==> config.mk <==
export PLATFORM = sky130hd
export DESIGN_NAME = uart_tx_cfg
export DESIGN_NICKNAME = d
export VERILOG_FILES = /design/src/rtl/uart_pkg.sv /design/src/rtl/uart_tx_fifo.sv /design/src/rtl/uart_tx_cfg.sv
export SDC_FILE = /design/constraint.sdc
export NUM_CORES = 1
export LEC_CHECK = 0
export CELL_PAD_IN_SITES_DETAIL_PLACEMENT = 0
export CELL_PAD_IN_SITES_GLOBAL_PLACEMENT = 1
export CORE_MARGIN = 1
export CORE_UTILIZATION = 48
export DETAILED_ROUTE_END_ITERATION = 8
export HOLD_SLACK_MARGIN = 0.08
export PLACE_DENSITY_LB_ADDON = 0.1
export SLEW_MARGIN = 20
export SYNTH_ARGS = -nofsm -noshare
export SYNTH_HDL_FRONTEND = slang
export SYNTH_SLANG_ARGS = --single-unit
==> constraint.sdc <==
create_clock -name clk -period 6.35 [get_ports clk]
set_clock_uncertainty 0.05 [all_clocks]
set_input_delay 1.5875 -clock clk [delete_from_list [all_inputs] [get_ports clk]]
set_output_delay 1.5875 -clock clk [all_outputs]
set_load 0.03 [all_outputs]
==> src/rtl/uart_pkg.sv <==
// Shared types and helpers for the configurable UART transmitter.
// Holds the frame FSM states, the parity modes and the data-bit decoding.
package uart_pkg;

    typedef enum logic [2:0] {
        IDLE   = 3'd0,
        START  = 3'd1,
        DATA   = 3'd2,
        PARITY = 3'd3,
        STOP   = 3'd4,
        DONE   = 3'd5
    } uart_tx_state_e;

    typedef enum logic [1:0] {
        PAR_NONE = 2'd0,
        PAR_EVEN = 2'd1,
        PAR_ODD  = 2'd2
    } uart_parity_e;

    function automatic logic [3:0] data_bits_n(input logic [1:0] sel);
        return 4'd5 + {2'b00, sel};
    endfunction

    function automatic logic [7:0] data_mask(input logic [1:0] sel);
        case (sel)
            2'd0:    return 8'h1F;
            2'd1:    return 8'h3F;
            2'd2:    return 8'h7F;
            default: return 8'hFF;
        endcase
    endfunction

    // Encoding 3 is treated as "no parity", the same as 0.
    function automatic uart_parity_e parity_sel(input logic [1:0] cfg);
        case (cfg)
            2'd1:    return PAR_EVEN;
            2'd2:    return PAR_ODD;
            default: return PAR_NONE;
        endcase
    endfunction

endpackage

==> src/rtl/uart_tx_fifo.sv <==
// Synchronous FIFO feeding the transmitter; read data is valid while not empty.
// Pointers carry one extra wrap bit so that full and empty are distinguishable.
module uart_tx_fifo #(
    parameter int WIDTH = 8,
    parameter int DEPTH = 8
) (
    input  logic                     clk,
    input  logic                     rst_n,
    input  logic                     push,
    input  logic [WIDTH-1:0]         wdata,
    input  logic                     pop,
    output logic [WIDTH-1:0]         rdata,
    output logic                     full,
    output logic                     empty,
    output logic [$clog2(DEPTH):0]   level
);

    localparam int AW    = $clog2(DEPTH);
    localparam int LVL_W = AW + 1;

    logic [WIDTH-1:0] mem_q [DEPTH];
    logic [AW:0]      wptr_q;
    logic [AW:0]      rptr_q;
    logic             do_push;
    logic             do_pop;

    assign level   = wptr_q - rptr_q;
    assign full    = (level == LVL_W'(DEPTH));
    assign empty   = (level == '0);
    assign do_push = push && !full;
    assign do_pop  = pop && !empty;
    assign rdata   = mem_q[rptr_q[AW-1:0]];

    always_ff @(posedge clk) begin
        if (!rst_n) begin
            wptr_q <= '0;
            rptr_q <= '0;
        end else begin
            if (do_push) wptr_q <= wptr_q + LVL_W'(1);
            if (do_pop)  rptr_q <= rptr_q + LVL_W'(1);
        end
    end

    always_ff @(posedge clk) begin
        if (do_push) mem_q[wptr_q[AW-1:0]] <= wdata;
    end

endmodule

==> src/rtl/uart_tx_cfg.sv <==
// Runtime-configurable UART transmitter: FIFO-buffered bytes framed as start,
// 5-8 data bits LSB first, optional parity and 1 or 2 stop bits.
module uart_tx_cfg
    import uart_pkg::*;
#(
    parameter int CLK_FREQ    = 50000000,
    parameter int BAUD_RATE   = 19200,
    parameter int DIV_W       = 16,
    parameter int FIFO_DEPTH  = 8,
    parameter int DEFAULT_DIV = CLK_FREQ / BAUD_RATE
) (
    input  logic                          clk,
    input  logic                          rst_n,
    input  logic [7:0]                    in_data,
    input  logic                          in_valid,
    output logic                          in_ready,
    input  logic [DIV_W-1:0]              cfg_div,
    input  logic [1:0]                    cfg_data_bits,
    input  logic [1:0]                    cfg_parity,
    input  logic                          cfg_stop2,
    output logic                          tx,
    output logic                          tx_active,
    output logic                          done_tx,
    output logic [$clog2(FIFO_DEPTH):0]   fifo_level
);

    localparam logic [DIV_W-1:0] DEF_DIV = DIV_W'(DEFAULT_DIV);
    localparam logic [DIV_W-1:0] ONE     = DIV_W'(1);

    function automatic logic [DIV_W-1:0] bit_period(input logic [DIV_W-1:0] div);
        logic [DIV_W-1:0] p;
        p = (div == '0) ? DEF_DIV : div;
        if (p == '0) p = ONE;
        return p;
    endfunction

    logic [7:0]     fifo_rdata;
    logic           fifo_full;
    logic           fifo_empty;
    logic           fifo_pop;

    uart_tx_state_e state_q, state_d;
    logic [DIV_W-1:0] cnt_q, cnt_d;
    logic [DIV_W-1:0] per_q, per_d;
    logic [2:0]     idx_q, idx_d;
    logic [2:0]     nlast_q, nlast_d;
    logic [7:0]     data_q, data_d;
    uart_parity_e   par_q, par_d;
    logic           stop2_q, stop2_d;
    logic           stop_second_q, stop_second_d;
    logic           line_d;
    logic [3:0]     nbits;
    logic           tx_q;
    logic           active_q;
    logic           done_q;

    uart_tx_fifo #(
        .WIDTH (8),
        .DEPTH (FIFO_DEPTH)
    ) u_fifo (
        .clk   (clk),
        .rst_n (rst_n),
        .push  (in_valid),
        .wdata (in_data),
        .pop   (fifo_pop),
        .rdata (fifo_rdata),
        .full  (fifo_full),
        .empty (fifo_empty),
        .level (fifo_level)
    );

    assign in_ready  = !fifo_full;
    assign tx        = tx_q;
    assign tx_active = active_q;
    assign done_tx   = done_q;

    always_comb begin
        state_d       = state_q;
        cnt_d         = cnt_q;
        per_d         = per_q;
        idx_d         = idx_q;
        nlast_d       = nlast_q;
        data_d        = data_q;
        par_d         = par_q;
        stop2_d       = stop2_q;
        stop_second_d = stop_second_q;
        fifo_pop      = 1'b0;
        line_d        = 1'b1;
        nbits         = data_bits_n(cfg_data_bits);

        case (state_q)
            IDLE, DONE: begin
                state_d = IDLE;
                // Config is captured together with the word so a frame never changes shape.
                if (!fifo_empty) begin
                    fifo_pop = 1'b1;
                    data_d   = fifo_rdata & data_mask(cfg_data_bits);
                    nlast_d  = 3'(nbits - 4'd1);
                    par_d    = parity_sel(cfg_parity);
                    stop2_d  = cfg_stop2;
                    per_d    = bit_period(cfg_div);
                    cnt_d    = bit_period(cfg_div) - ONE;
                    state_d  = START;
                end
            end
            START: begin
                line_d = 1'b0;
                if (cnt_q == '0) begin
                    cnt_d   = per_q - ONE;
                    idx_d   = 3'd0;
                    state_d = DATA;
                end else begin
                    cnt_d = cnt_q - ONE;
                end
            end
            DATA: begin
                line_d = data_q[idx_q];
                if (cnt_q == '0) begin
                    cnt_d = per_q - ONE;
                    if (idx_q == nlast_q) begin
                        stop_second_d = 1'b0;
                        state_d       = (par_q == PAR_NONE) ? STOP : PARITY;
                    end else begin
                        idx_d = idx_q + 3'd1;
                    end
                end else begin
                    cnt_d = cnt_q - ONE;
                end
            end
            PARITY: begin
                // Bits above N were masked at latch time, so the full-byte XOR is exact.
                line_d = (^data_q) ^ (par_q == PAR_ODD);
                if (cnt_q == '0) begin
                    cnt_d         = per_q - ONE;
                    stop_second_d = 1'b0;
                    state_d       = STOP;
                end else begin
                    cnt_d = cnt_q - ONE;
                end
            end
            STOP: begin
                line_d = 1'b1;
                if (cnt_q == '0) begin
                    cnt_d = per_q - ONE;
                    if (stop2_q && !stop_second_q) begin
                        stop_second_d = 1'b1;
                    end else begin
                        state_d = DONE;
                    end
                end else begin
                    cnt_d = cnt_q - ONE;
                end
            end
            default: begin
                state_d = IDLE;
            end
        endcase
    end

    // Outputs are registered from the current state, so they trail the FSM by one cycle.
    always_ff @(posedge clk) begin
        if (!rst_n) begin
            state_q       <= IDLE;
            cnt_q         <= '0;
            idx_q         <= '0;
            stop_second_q <= 1'b0;
            tx_q          <= 1'b1;
            active_q      <= 1'b0;
            done_q        <= 1'b0;
        end else begin
            state_q       <= state_d;
            cnt_q         <= cnt_d;
            idx_q         <= idx_d;
            stop_second_q <= stop_second_d;
            tx_q          <= line_d;
            active_q      <= (state_q == START) || (state_q == DATA) ||
                             (state_q == PARITY) || (state_q == STOP);
            done_q        <= (state_q == DONE);
        end
    end

    always_ff @(posedge clk) begin
        per_q   <= per_d;
        nlast_q <= nlast_d;
        data_q  <= data_d;
        par_q   <= par_d;
        stop2_q <= stop2_d;
    end

endmodule

==> flow_summary_export.csv <==
group,metric,value,unit
outcome,status,"complete, no violations",
floorplan,rows,40,
detailed_routing,wl_per_cell,19.5,um
sta,worst_pin_slew,1090,ps
floorplan,dieArea,12800,um2
yosys,postSynthCellCount,465,
worst_setup_path,crit_arrival,3290,ps
floorplan,die_h,113,um
sta,tns,0,ps
flow_run,maxCapViolCount,0,
yosys,ys_ff_latch,130,
clock_network,post_cts_resize_count,0,
sta,min_period_over_period,77.7,%
worst_hold_path,hold_class,"reg -> reg",
sta,setup_violations,0,
yosys,synth_cell_types,63,
cells_and_area,antenna_cells,0,
sta,slew_violations,0,
worst_setup_path,worstSetupPathType,"reg -> out",
cells_and_area,nFillCells,970,
yosys,ys_async_sr_fraction,0,%
worst_setup_path,r2r_setup_slack,2880,ps
worst_setup_path,cp.required,4710,ps
placement,numPortBuffers,39,
detailed_routing,first_iter_violations,363,
worst_setup_path,timing.rr.start,"state_q[2]",
yosys,yosys.area_share.xor_xnor,3.70,%
yosys,ys_seq_area_share,59.8,%
global_route,grt_pass1_wl,20600,um
global_route,grt_overflow,0,
sta,min_period,4930,ps
worst_setup_path,r2r-end,"cnt_q[14]",
clock_network,tritoncts,"yes",
clock_network,cts_buffers,17,
sta,rsz0062_at_grt,"false",
yosys,syn_nets,507,
power_and_ir_drop,total_power,4.07,mW
floorplan,start_util,49.2,%
sta,finalHoldViolCount,0,
detailed_routing,wl,12800,um
yosys,syn_area,5910,um2
worst_setup_path,crit_path_start,"u_fifo.wptr_q[0]",
clock_network,insertion_delay,420,ps
cells_and_area,register_area,3530,um2
floorplan,pin_count,40,
cells_and_area,finish.instance_area,7060,um2
floorplan,core_area,12000,um2
worst_setup_path,path_max_fanout,7,
cells_and_area,drive_above_1_share,15.7,%
global_route,grtUsageTotal,22.0,%
yosys,synth.area.mux_share,8.83,%
detailed_routing,drcViolationCount,0,
clock_network,clk_pin_slew,60,ps
yosys,yosysWarnings,0,
detailed_routing,viasPerCell,5.90,
clock_network,root_buffer,"clkbuf_16",
power_and_ir_drop,peakVddDrop,0.628,mV
detailed_routing,vias,3872,
worst_setup_path,cp-end-kind,"output pin",
worst_setup_path,start_kind,"flip-flop",
global_route,grt_pass1_vias,3803,
worst_setup_path,endpoint,"in_ready",
yosys,synthSimpleGateAreaFrac,11.9,%
clock_network,postCtsSetupBuffers,0,
floorplan,chipWidth,113,um
yosys,synth_top_family_by_area,"simple AND/OR/NAND/NOR gates",
yosys,synthFlopType,"edfxtp_1",
global_route,antenna_found_initial,0,
placement,dpl_cell_area,6430,um2
yosys,synth_edf_count,93,
yosys,syn-mean-instance-area,12.7,um2
power_and_ir_drop,p_per_area,576,nW/um2
yosys,synth_fa_ha_area_share,2.24,%
global_route,grt_max_degree,32,
clock_network,cts_sinks,130,
worst_setup_path,r2r_cells,8,
clock_network,cts_hold_buf,0,
placement,gp_congestion,0.831,
cells_and_area,area_growth,19.5,%
yosys,synth_compound_area_share,10.2,%
power_and_ir_drop,p_leak,2.38,nW
detailed_routing,drt-pass1-iter-count,5,
cells_and_area,nets,538,
detailed_routing,antenna_left,0,
sta,relSlewSlack,27.0,%
clock_network,clk_path_buf_depth,2,
sta,fmax,203,MHz
clock_network,htree_levels,4,
placement,dpl.hpwl,8650,um
cells_and_area,multi_input_area,2230,um2
==> critical path, stage by stage, from the launching register on <==
cell	delay [ps]
dfxtp_1	440
inv_1	160
ha_1	240
fa_1	390
xor2_1	210
inv_1	70
nor3_1	550
nand2_1	180
clkdlybuf4s50_1	630
==> synth_stat cells, drive strengths merged (9+ instances only) <==
cell    number  area share (%)
a211oi      10             1.4
a21oi       33             2.8
clkbuf      27             1.7
dfxtp       37              13
edfxtp      93              47
ha           9             1.9
inv         14            0.89
mux4        18             6.9
nand2       15             1.1
nor2        40             2.5
nor3        17             1.4
nor4        12             1.3
o21ai       20             1.7
xnor2       20             3.0
==> through the flow <==
stage               instances  worst slack [ps]  util, %  hold WS [ps]
global placement          624              1810     53.5           397
CTS                       656              1370     58.8           411
finish                    656              1420     58.8           410
global route              656              1120     58.8           444
detailed placement        624              1780     53.6           398
floorplan                 465              1410        -           385
==> layout make-up <==
class,instances,share of cell area (%)
clock inverter,13,2.78
sequential,130,50.0
clock buffer,19,6.13
inverter,14,0.744
tap,147,2.60
timing repair buffer,45,6.16
multi-input combinational,288,31.5
==> power by group <==
part | leakage (nW) | internal (mW) | switching, mW
clock network | 0.300 | 0.664 | 0.373
registers | 1.17 | 1.23 | 0.203
logic | 0.904 | 0.651 | 0.951
total | 2.38 | 2.54 | 1.53
==> cells by family after synthesis <==
group / after synthesis
compound gates: 94
xor+xnor: 25
fa+ha+maj: 10
buf+inv: 47
flops: 130
mux: 29
simple gates: 130
==> worst min path at each step <==
| stage | from | end | cells after the start |
|---|---|---|---|
| floorplan | stop_second_q | stop_second_q | 1 |
| global placement | stop_second_q | stop_second_q | 1 |
| detailed placement | stop_second_q | stop_second_q | 1 |
| CTS | stop_second_q | stop_second_q | 1 |
| global route | stop_second_q | stop_second_q | 1 |
| finish | stop_second_q | stop_second_q | 1 |
==> per-layer routing <==
layer	GRT usage, %	vias up	wire length (um)
met3	6.70	8	709
met1	31.9	1914	6350
met2	32.1	109	5660
met5	0	-	0
met4	5.88	0	76
li1	-	1841	-
==> flip-flops by register name, summed over array words and instances, names as in the netlist, 2 cells and up, named ones only <==
signal	flops
u_fifo.mem_q	64
cnt_q	16
per_q	16
data_q	8
u_fifo.rptr_q	4
u_fifo.wptr_q	4
idx_q	3
state_q	3
nlast_q	2
par_q	2
==> placed cells by master, fill, tap and decap left out, drive strengths merged, types with 7 or more instances in the layout <==
cell           Yosys  routed
clkdlybuf4s50      0      39
a31oi              7       7
nor4              12      12
o21ai             20      20
clkbuf            27      19
nand2             15      15
mux4              18      18
ha                 9       9
a21oi             33      33
a211oi            10      10
edfxtp            93      93
nor3              17      17
nor2              40      40
inv               14      19
xnor2             20      20
dfxtp             37      37
(Power assumes the default switching activity.)
